**src/rtl/vga_pkg.sv**
```systemverilog
// rtl/vga_pkg.sv - shared screen geometry, colour width and paddle FSM encoding
package vga_pkg;

   localparam int SCREEN_W = 640;
   localparam int SCREEN_H = 480;
   localparam int COLOR_W  = 4;

   localparam logic [3*COLOR_W-1:0] PAD_COLOR_DEF = 12'hFF0;

   typedef enum logic [1:0] {
      IDLE   = 2'd0,
      MOVE_L = 2'd1,
      MOVE_R = 2'd2
   } padState_t;

endpackage

```
**src/rtl/vga_frame_tick.sv**
```systemverilog
// rtl/vga_frame_tick.sv - one-clock pulse at the first blanking line of each frame
module vga_frame_tick
   import vga_pkg::*;
#(
   parameter int TICK_LINE = SCREEN_H
) (
   input  logic       clock,
   input  logic       reset,
   input  logic [9:0] pixelX,
   input  logic [9:0] pixelY,
   output logic       tick
);

   logic cond;
   logic condQ;

   // Pixel counters hold each position for several clocks; edge-detect to fire once.
   assign cond = (pixelX == 10'd0) && (pixelY == 10'(TICK_LINE));

   always_ff @(posedge clock) begin
      if (!reset) begin
         condQ <= 1'b0;
      end else begin
         condQ <= cond;
      end
   end

   assign tick = cond & ~condQ;

endmodule

```
**src/rtl/vga_paddle_ctrl.sv**
```systemverilog
// rtl/vga_paddle_ctrl.sv - button-driven paddle with per-frame acceleration, clamping and rendering
module vga_paddle_ctrl
   import vga_pkg::*;
#(
   parameter int                   SCREEN_W_P   = SCREEN_W,
   parameter int                   SCREEN_H_P   = SCREEN_H,
   parameter int                   PAD_W        = 64,
   parameter int                   PAD_H        = 8,
   parameter int                   PAD_Y        = 460,
   parameter int                   SPEED_MIN    = 2,
   parameter int                   SPEED_MAX    = 8,
   parameter int                   ACCEL_FRAMES = 4,
   parameter logic [3*COLOR_W-1:0] PAD_COLOR    = PAD_COLOR_DEF
) (
   input  logic               clock,
   input  logic               reset,
   input  logic               videoON,
   input  logic [9:0]         pixelX,
   input  logic [9:0]         pixelY,
   input  logic               btnLeft,
   input  logic               btnRight,
   output logic [COLOR_W-1:0] vgaRed,
   output logic [COLOR_W-1:0] vgaGreen,
   output logic [COLOR_W-1:0] vgaBlue,
   output logic               barWire,
   output logic [9:0]         paddleX
);

   localparam int         MAX_X    = SCREEN_W_P - PAD_W;
   localparam logic [9:0] CENTER_X = 10'((SCREEN_W_P - PAD_W) / 2);
   localparam logic [9:0] SPD_MIN  = 10'(SPEED_MIN);
   localparam logic [9:0] SPD_MAX  = 10'(SPEED_MAX);
   localparam logic [7:0] CNT_LAST = 8'(ACCEL_FRAMES - 1);

   logic       leftMeta, leftSync;
   logic       rightMeta, rightSync;
   logic       tick;

   padState_t  state, nextState;
   logic [9:0] speed, nextSpeed;
   logic [7:0] frameCnt, nextCnt;
   logic [9:0] nextX;

   logic       entering;
   logic [9:0] effSpeed;
   logic [7:0] effCnt;
   logic [10:0] sumExt;

   logic       hit;
   logic [10:0] pxExt, pyExt, leftExt;

   always_ff @(posedge clock) begin
      if (!reset) begin
         leftMeta  <= 1'b0;
         leftSync  <= 1'b0;
         rightMeta <= 1'b0;
         rightSync <= 1'b0;
      end else begin
         leftMeta  <= btnLeft;
         leftSync  <= leftMeta;
         rightMeta <= btnRight;
         rightSync <= rightMeta;
      end
   end

   vga_frame_tick #(
      .TICK_LINE (SCREEN_H_P)
   ) frameTick (
      .clock  (clock),
      .reset  (reset),
      .pixelX (pixelX),
      .pixelY (pixelY),
      .tick   (tick)
   );

   always_ff @(posedge clock) begin
      if (!reset) begin
         state    <= IDLE;
         speed    <= SPD_MIN;
         frameCnt <= 8'd0;
         paddleX  <= CENTER_X;
      end else begin
         state    <= nextState;
         speed    <= nextSpeed;
         frameCnt <= nextCnt;
         paddleX  <= nextX;
      end
   end

   // A move on the same clock as entry must already use the restarted speed.
   always_comb begin
      nextState = IDLE;
      nextSpeed = speed;
      nextCnt   = frameCnt;
      nextX     = paddleX;
      entering  = 1'b0;
      effSpeed  = speed;
      effCnt    = frameCnt;
      sumExt    = {1'b0, paddleX} + {1'b0, speed};

      case ({leftSync, rightSync})
         2'b10:   nextState = MOVE_L;
         2'b01:   nextState = MOVE_R;
         default: nextState = IDLE;
      endcase

      entering = (nextState != IDLE) && (nextState != state);
      if (entering) begin
         effSpeed  = SPD_MIN;
         effCnt    = 8'd0;
         nextSpeed = SPD_MIN;
         nextCnt   = 8'd0;
      end
      sumExt = {1'b0, paddleX} + {1'b0, effSpeed};

      if (tick && (nextState != IDLE)) begin
         if (nextState == MOVE_L) begin
            nextX = (paddleX < effSpeed) ? 10'd0 : (paddleX - effSpeed);
         end else begin
            nextX = (sumExt > 11'(MAX_X)) ? 10'(MAX_X) : sumExt[9:0];
         end

         if (effCnt == CNT_LAST) begin
            nextCnt   = 8'd0;
            nextSpeed = (effSpeed >= SPD_MAX) ? SPD_MAX : (effSpeed + 10'd1);
         end else begin
            nextCnt   = effCnt + 8'd1;
            nextSpeed = effSpeed;
         end
      end
   end

   assign pxExt   = {1'b0, pixelX};
   assign pyExt   = {1'b0, pixelY};
   assign leftExt = {1'b0, paddleX};

   assign hit = (pxExt >= leftExt) && (pxExt < leftExt + 11'(PAD_W)) &&
                (pyExt >= 11'(PAD_Y)) && (pyExt < 11'(PAD_Y + PAD_H));

   always_ff @(posedge clock) begin
      if (!reset) begin
         barWire  <= 1'b0;
         vgaRed   <= '0;
         vgaGreen <= '0;
         vgaBlue  <= '0;
      end else begin
         barWire <= hit;
         if (videoON && hit) begin
            {vgaRed, vgaGreen, vgaBlue} <= PAD_COLOR;
         end else begin
            {vgaRed, vgaGreen, vgaBlue} <= '0;
         end
      end
   end

endmodule

```
**config.mk**
```make
export PLATFORM = sky130hd
export DESIGN_NAME = vga_paddle_ctrl
export DESIGN_NICKNAME = d
export VERILOG_FILES = /design/src/rtl/vga_pkg.sv /design/src/rtl/vga_frame_tick.sv /design/src/rtl/vga_paddle_ctrl.sv
export SDC_FILE = /design/constraint.sdc
export NUM_CORES = 1
export LEC_CHECK = 0
export CAP_MARGIN = 30
export CORE_ASPECT_RATIO = 0.7
export CORE_MARGIN = 1
export CORE_UTILIZATION = 50
export CTS_CLUSTER_DIAMETER = 100
export DETAILED_ROUTE_END_ITERATION = 8
export GPL_ROUTABILITY_DRIVEN = 1
export PLACE_DENSITY = 0.78
export SYNTH_ARGS = -nofsm -noshare
export SYNTH_HDL_FRONTEND = slang
export SYNTH_SLANG_ARGS = --single-unit
export TNS_END_PERCENT = 10
```
**constraint.sdc**
```tcl
create_clock -name clock -period 3.85 [get_ports clock]
set_input_delay 0.9625 -clock clock [delete_from_list [all_inputs] [get_ports clock]]
set_output_delay 0.9625 -clock clock [all_outputs]
set_load 0.01 [all_outputs]
```
Word-level counts from Yosys, hierarchy flattened
Index checks and enable logic that the tools add are counted.
{ "classes": {"muxes": 12, "add_sub_neg": 5, "n_reduce_logical": 9, "n_eq_ne": 6, "n_bitwise": 2, "magnitude_cmp": 7} }
{ "op_table": {"columns": ["operator", "count"], "rows": [
  ["$mux 10", 7],
  ["$mux 8", 3],
  ["$add 10x10->11", 1],
  ["$add 10x7->11 const B", 1],
  ["$gt 11x10->1 const B", 1],
  ["$lt 10x11->1", 1],
  ["$add 10x1->10 const B", 1],
  ["$eq 10x9->1 const B", 1],
  ["$ge 10x10->1", 1],
  ["$ge 10x4->1 const B", 1],
  ["$ge 10x9->1 const B", 1],
  ["$logic_not 10->1", 1],
  ["$lt 10x10->1", 1],
  ["$lt 10x9->1 const B", 1],
  ["$sub 10x10->10", 1],
  ["$add 8x1->8 const B", 1],
  ["$eq 8x2->1 const B", 1],
  ["$logic_and 1x1->1", 7],
  ["$eq 2x1->1 const B", 2],
  ["$mux 4", 1],
  ["$pmux 2 s2", 1],
  ["$eq 2x2->1 const B", 1],
  ["$ne 2x2->1", 1],
  ["$reduce_bool 2->1", 1],
  ["2 further kinds", 2]
]} }
{ "totals": {"wordCells": 52, "register_bits": 40, "output_inout_bits": 23, "input_bits": 25} }

Longest topological paths before layout
{ "depth": {"word_depth": 9, "ltp_mapped": 20} }

Hierarchy
Synthesis repeated with hierarchy kept, for this count alone.
{ "unflattened": {"cells_unflattened": 422, "hier_area_um2": 3274.4} }
{ "modules_own_cells": {"columns": ["mod", "n_inst", "cells_per_inst", "seq_area_each_um2", "area_per_inst_um2"], "rows": [
  ["vga_paddle_ctrl", 1, 411, 720.7, 3169.3],
  ["vga_frame_tick", 1, 11, 20.0, 105.1]
]} }

Worst setup path before layout
OpenSTA, ideal clock, no wires.
{ "synth_timing": {"path_type": "reg2reg", "start": "register rightSync", "end": "register paddleX[2]", "path_slack_ps": -95, "synth_period_minus_slack_ps": 3945, "path_stages_with_launch": 20, "arrival_time_ps": 3858, "n_path_buf": 3, "required_time_ps": 3763, "path_cell_list": "dfxtp_1 > inv_1 > ha_1 > buf_6 > xnor2_1 > a21o_2 > buf_2 > buf_1 > nand2_1 > inv_1 > ha_1 > inv_1 > fa_1 > o41ai_2 > a21oi_2 > a211oi_1 > xnor2_1 > nor4_2 > nor2_1 > o31ai_1"} }
{ "synth_via": {"elab_chain_len": 9, "elab_cells_between_ends": 16, "cone_classes": "add/sub (2); order compare (2); eq/ne (4); mux (5); reduce/logical (3)"} }
{ "synth_rtl": {"columns": ["element", "line", "text"], "rows": [
  ["start: declaration", "vga_paddle_ctrl.sv:36", "logic rightMeta, rightSync;"],
  ["start signal: assignment", "vga_paddle_ctrl.sv:62", "rightSync <= rightMeta;"],
  ["$eq 2x1->1 or $eq 2x2->1 (tied branches)", "vga_paddle_ctrl.sv:101", "case ({leftSync, rightSync})"],
  ["$pmux 2 s2 (*)", "vga_paddle_ctrl.sv:101", null],
  ["named net nextState[0]", "vga_paddle_ctrl.sv:39", "padState_t state, nextState;"],
  ["$ne 2x2->1 or $reduce_bool 2->1 (tied branches)", "vga_paddle_ctrl.sv:107, vga_paddle_ctrl.sv:116", null],
  ["$logic_and 1x1->1", "vga_paddle_ctrl.sv:107", "entering = (nextState != IDLE) && (nextState != state);"],
  ["$mux 10", null, null],
  ["$add 10x10->11", "vga_paddle_ctrl.sv:114", "sumExt = {1'b0, paddleX} + {1'b0, effSpeed};"],
  ["$gt 11x10->1", "vga_paddle_ctrl.sv:120", "nextX = (sumExt > 11'(MAX_X)) ? 10'(MAX_X) : sumExt[9:0];"],
  ["$mux 10", "vga_paddle_ctrl.sv:120", null],
  ["$mux 10", "vga_paddle_ctrl.sv:117", "if (nextState == MOVE_L) begin"],
  ["end signal: assignment", "vga_paddle_ctrl.sv:86", "paddleX <= nextX;"],
  ["end: declaration", "vga_paddle_ctrl.sv:26", "output logic [9:0] paddleX"]
]} }
Mark *: on every way through the listed nets, which the timed path passes. The rest lies on a longest branch.
A chain may end at the register's enable or synchronous reset.

Worst setup path in the final report
{ "layout_timing": {"start": "register leftSync", "end": "register paddleX[9]"} }
{ "layout_via": {"elab_chain_len": 9, "elab_cells_between_ends": 16, "cone_classes": "add/sub (2); order compare (2); eq/ne (4); mux (5); reduce/logical (3)"} }
{ "layout_rtl": {"columns": ["element", "line", "text"], "rows": [
  ["start: declaration", "vga_paddle_ctrl.sv:35", "logic leftMeta, leftSync;"],
  ["start signal: assignment", "vga_paddle_ctrl.sv:60", "leftSync <= leftMeta;"],
  ["$eq 2x1->1 or $eq 2x2->1 (tied branches)", "vga_paddle_ctrl.sv:101", null],
  ["$pmux 2 s2 (*)", "vga_paddle_ctrl.sv:101", null],
  ["named net nextState[1]", "vga_paddle_ctrl.sv:39", null],
  ["$ne 2x2->1 or $reduce_bool 2->1 (tied branches)", "vga_paddle_ctrl.sv:107, vga_paddle_ctrl.sv:116", null],
  ["$logic_and 1x1->1", "vga_paddle_ctrl.sv:107", null],
  ["$mux 10", null, null],
  ["$add 10x10->11", "vga_paddle_ctrl.sv:114", null],
  ["$gt 11x10->1", "vga_paddle_ctrl.sv:120", null],
  ["$mux 10", "vga_paddle_ctrl.sv:120", null],
  ["$mux 10", "vga_paddle_ctrl.sv:117", null]
]} }
Marks and branches as above.

==> run metrics <==
outcome=completed; cell area after layout=0.00392 mm2; Yosys top cell area share=0.226; IO buf count=43; CTS root buffer=clkbuf_8; Top Ports=48; Final Total Pwr=0.000887 W; Sum Neg Setup Slack=0 ns; Max clock buf depth=2; Syn. warnings=0; H-tree Lvls=2; Worst Clk Skew=0.0113 ns; Die Area=0.00688 mm2; Yosys cell types=60; Max-slew headroom=0.524; fin crit period=3.70 ns; worst min-delay path class=reg -> reg; Slew Limit Fails=0; 1st-pass router iterations=5; Peak VDD IR=0.180 mV; Seq cells post-synth=37; # rows=24; Fill cells=556; worst-margin pin slew=0.697 ns; Area growth, synth to finish=19.7%; drt wl/cell=16.3 um; sum of routed wire length over all layers=8730 um; Synth Flop Type=dfxtp_1; sequential area share after synthesis=0.226; worst-path fanout max=7; Post-CTS Setup Bufs=0; Pwr Density=226 mW/mm2; worst-skew pair later-pin latency=0.30 ns; DR vias/cell=5.91; number of global-route vias before repair=2770; routing usage on met1=0.362; CTS tree=built; cells after synthesis=418; Post-synth EDFFs=0; via count of the routed design=3171; die width=98.7 um; cts hold-fix bufs=0; first-pass GRT wire length=13700 um; max cap viols=0; GR Overflow Total=0; largest cells by area after synthesis=dfxtp_1, ha_1, xnor2_1; fin nets=522; busiest grt layer=met2; Final Hold Fails=0; drc violations=0; fin cells=537; Core ar.=0.00628 mm2; CP Launch Type=flip-flop; final setup fails=0; DR iter-0 viols=315; share of cells above drive strength 1=0.102; Achievable Freq=270 MHz; met2 usage=0.375; # clock sinks=37; cell count after placement=529; worst setup path category=reg -> reg; Core Util, Final=0.625; required time of the critical path=4.07 ns; endpoint type of the worst setup path=flip-flop; leading area contributor after synthesis=dfxtp_1; largest net degree at the start of global routing=29; Chip Height=69.7 um; Synth Cell Area=0.00328 mm2; # diodes=0; GRT Util Overall=0.250; period utilisation layout=0.961; RSZ-0062 raised after global routing=true; grt met3 use=0.0645; synthesized area per cell=7.84 um2; Starting Density=0.522; placer congestion estimate=0.936; DP HPWL=6770 um; antenna-violating nets left=0; initial antenna violation count=0; async set-or-reset flop fraction in the synthesized netlist=0; Pleak=1.63 nW; worst path arrival time=3.92 ns; Cell Area, Placed=0.00374 mm2; CTS buffer count=5; Worst-path clk slew=0.08 ns
-- cells in the final DEF (no fill, tap or decap), types with 3 or more instances in the layout --
| cell | Yosys | layout |
|---|---|---|
| a211oi_1 | 4 | 3 |
| or4_1 | 3 | 3 |
| xnor2_1 | 21 | 21 |
| nand4_1 | 5 | 5 |
| nor2b_1 | 5 | 4 |
| o31ai_1 | 5 | 5 |
| nor2_1 | 36 | 36 |
| nor4_2 | 3 | 3 |
| or3_1 | 4 | 4 |
| xor2_1 | 6 | 6 |
| o211ai_1 | 3 | 3 |
| and2_1 | 10 | 10 |
| o21ai_0 | 20 | 19 |
| buf_4 | 11 | 13 |
| ha_1 | 37 | 34 |
| clkbuf_8 | 0 | 5 |
| dfxtp_1 | 37 | 37 |
| nor4_1 | 5 | 5 |
| inv_1 | 33 | 33 |
| and3_1 | 4 | 4 |
| nor3_1 | 12 | 12 |
| a31oi_1 | 11 | 11 |
| a21oi_1 | 28 | 28 |
| nand3_1 | 15 | 15 |
| conb_1 | 1 | 4 |
| clkdlybuf4s50_1 | 0 | 43 |
| or2_2 | 4 | 4 |
| nand2_1 | 36 | 36 |
| o21a_1 | 8 | 8 |
-- power by group --
group / internal [W] / total (W) / switching, W
logic: 0.0000403 / 0.0000772 / 0.0000369
registers: 0.000385 / 0.000386 / 0.000000910
clock network: 0.000261 / 0.000424 / 0.000163
-- per-layer routing --
metal / part of all wire / up-vias
li1: - / 1545
met1: 0.48 / 1465
met2: 0.42 / 147
met3: 0.084 / 14
met4: 0.0097 / 0
met5: 0 / -
-- stage by stage --
stage	hold slack (ns)	worst slack (ns)
floorplan	0.412	0.0261
global placement	0.448	0.122
detailed placement	0.430	0.0918
CTS	0.470	0.0564
global route	0.473	-0.0805
finish	0.459	0.148
-- synthesized netlist by cell type (all sizes together), types with 3 or more instances --
master / count
a211oi: 5
a21oi: 29
a31oi: 11
and2: 10
and3: 4
buf: 21
clkbuf: 5
dfxtp: 37
ha: 37
inv: 33
nand2: 36
nand3: 15
nand4: 5
nor2: 36
nor2b: 5
nor3: 14
nor4: 8
o211ai: 3
o21a: 8
o21ai: 21
o31ai: 6
or2: 4
or3: 4
or4: 3
xnor2: 21
xor2: 6
-- kinds of logic (layout without fill, tap and decap cells) --
group,count (synthesis),count (layout),share of synthesized area
buffers and inverters,60,98,0.0905
multiplexers,1,1,0.00420
flip-flops,37,37,0.226
other,1,4,0.00114
AND/OR/NAND/NOR,150,150,0.241
AO/OA/AOI/OAI,103,103,0.211
adder cells (fa/ha/maj),39,39,0.154
XOR/XNOR,27,27,0.0722
-- state kept, by name, indices dropped and copies added (netlist names) --
| signal | cells |
|---|---|
| barWire | 1 |
| frameCnt | 8 |
| frameTick.condQ | 1 |
| leftMeta | 1 |
| leftSync | 1 |
| paddleX | 10 |
| rightMeta | 1 |
| rightSync | 1 |
| speed | 10 |
| state | 2 |
| vgaGreen | 1 |
-- worst max-delay path, cell delays in order, from the launching register on --
cell,delay (ns)
dfxtp_1,0.35
inv_1,0.05
ha_1,0.20
xnor2_1,0.22
a21o_2,0.19
buf_4,0.15
nand2b_1,0.07
buf_4,0.16
ha_1,0.29
o21bai_1,0.08
a21oi_1,0.24
o21ai_0,0.15
a2111oi_0,0.69
buf_4,0.23
o21ai_0,0.10
a41oi_1,0.25
nor2_1,0.06
nor3_1,0.14
-- path summary, 6_finish.rpt --
check                      startpoint                 endpoint  slack (ns)  depth (start not counted)
setup / recovery  leftSync$_SDFF_PN0_  paddleX[9]$_SDFFE_PN0P_        0.15                         17
hold / removal    leftMeta$_SDFF_PN0_      leftSync$_SDFF_PN0_        0.46                          1
setup reg to reg  leftSync$_SDFF_PN0_  paddleX[9]$_SDFFE_PN0P_        0.15                         17
hold reg to reg   leftMeta$_SDFF_PN0_      leftSync$_SDFF_PN0_        0.46                          1
-- repair_timing --
action                                  in CTS  in global routing
endpoints found under the hold margin        0                  0
endpoints found under the setup margin       0                  8
gates resized for setup                      0                  9
-- area by class of cell --
cell class	instances	area (um2)	area share
Clock inverter	3	68.8	0.0175
Timing Repair Buffer	56	528	0.135
Sequential cell	37	741	0.189
Inverter	34	128	0.0325
Tap cell	78	97.6	0.0249
Clock buffer	5	68.8	0.0175
Multi-Input combinational cell	324	2290	0.584
No activity file was read; power rests on OpenSTA's default activity.
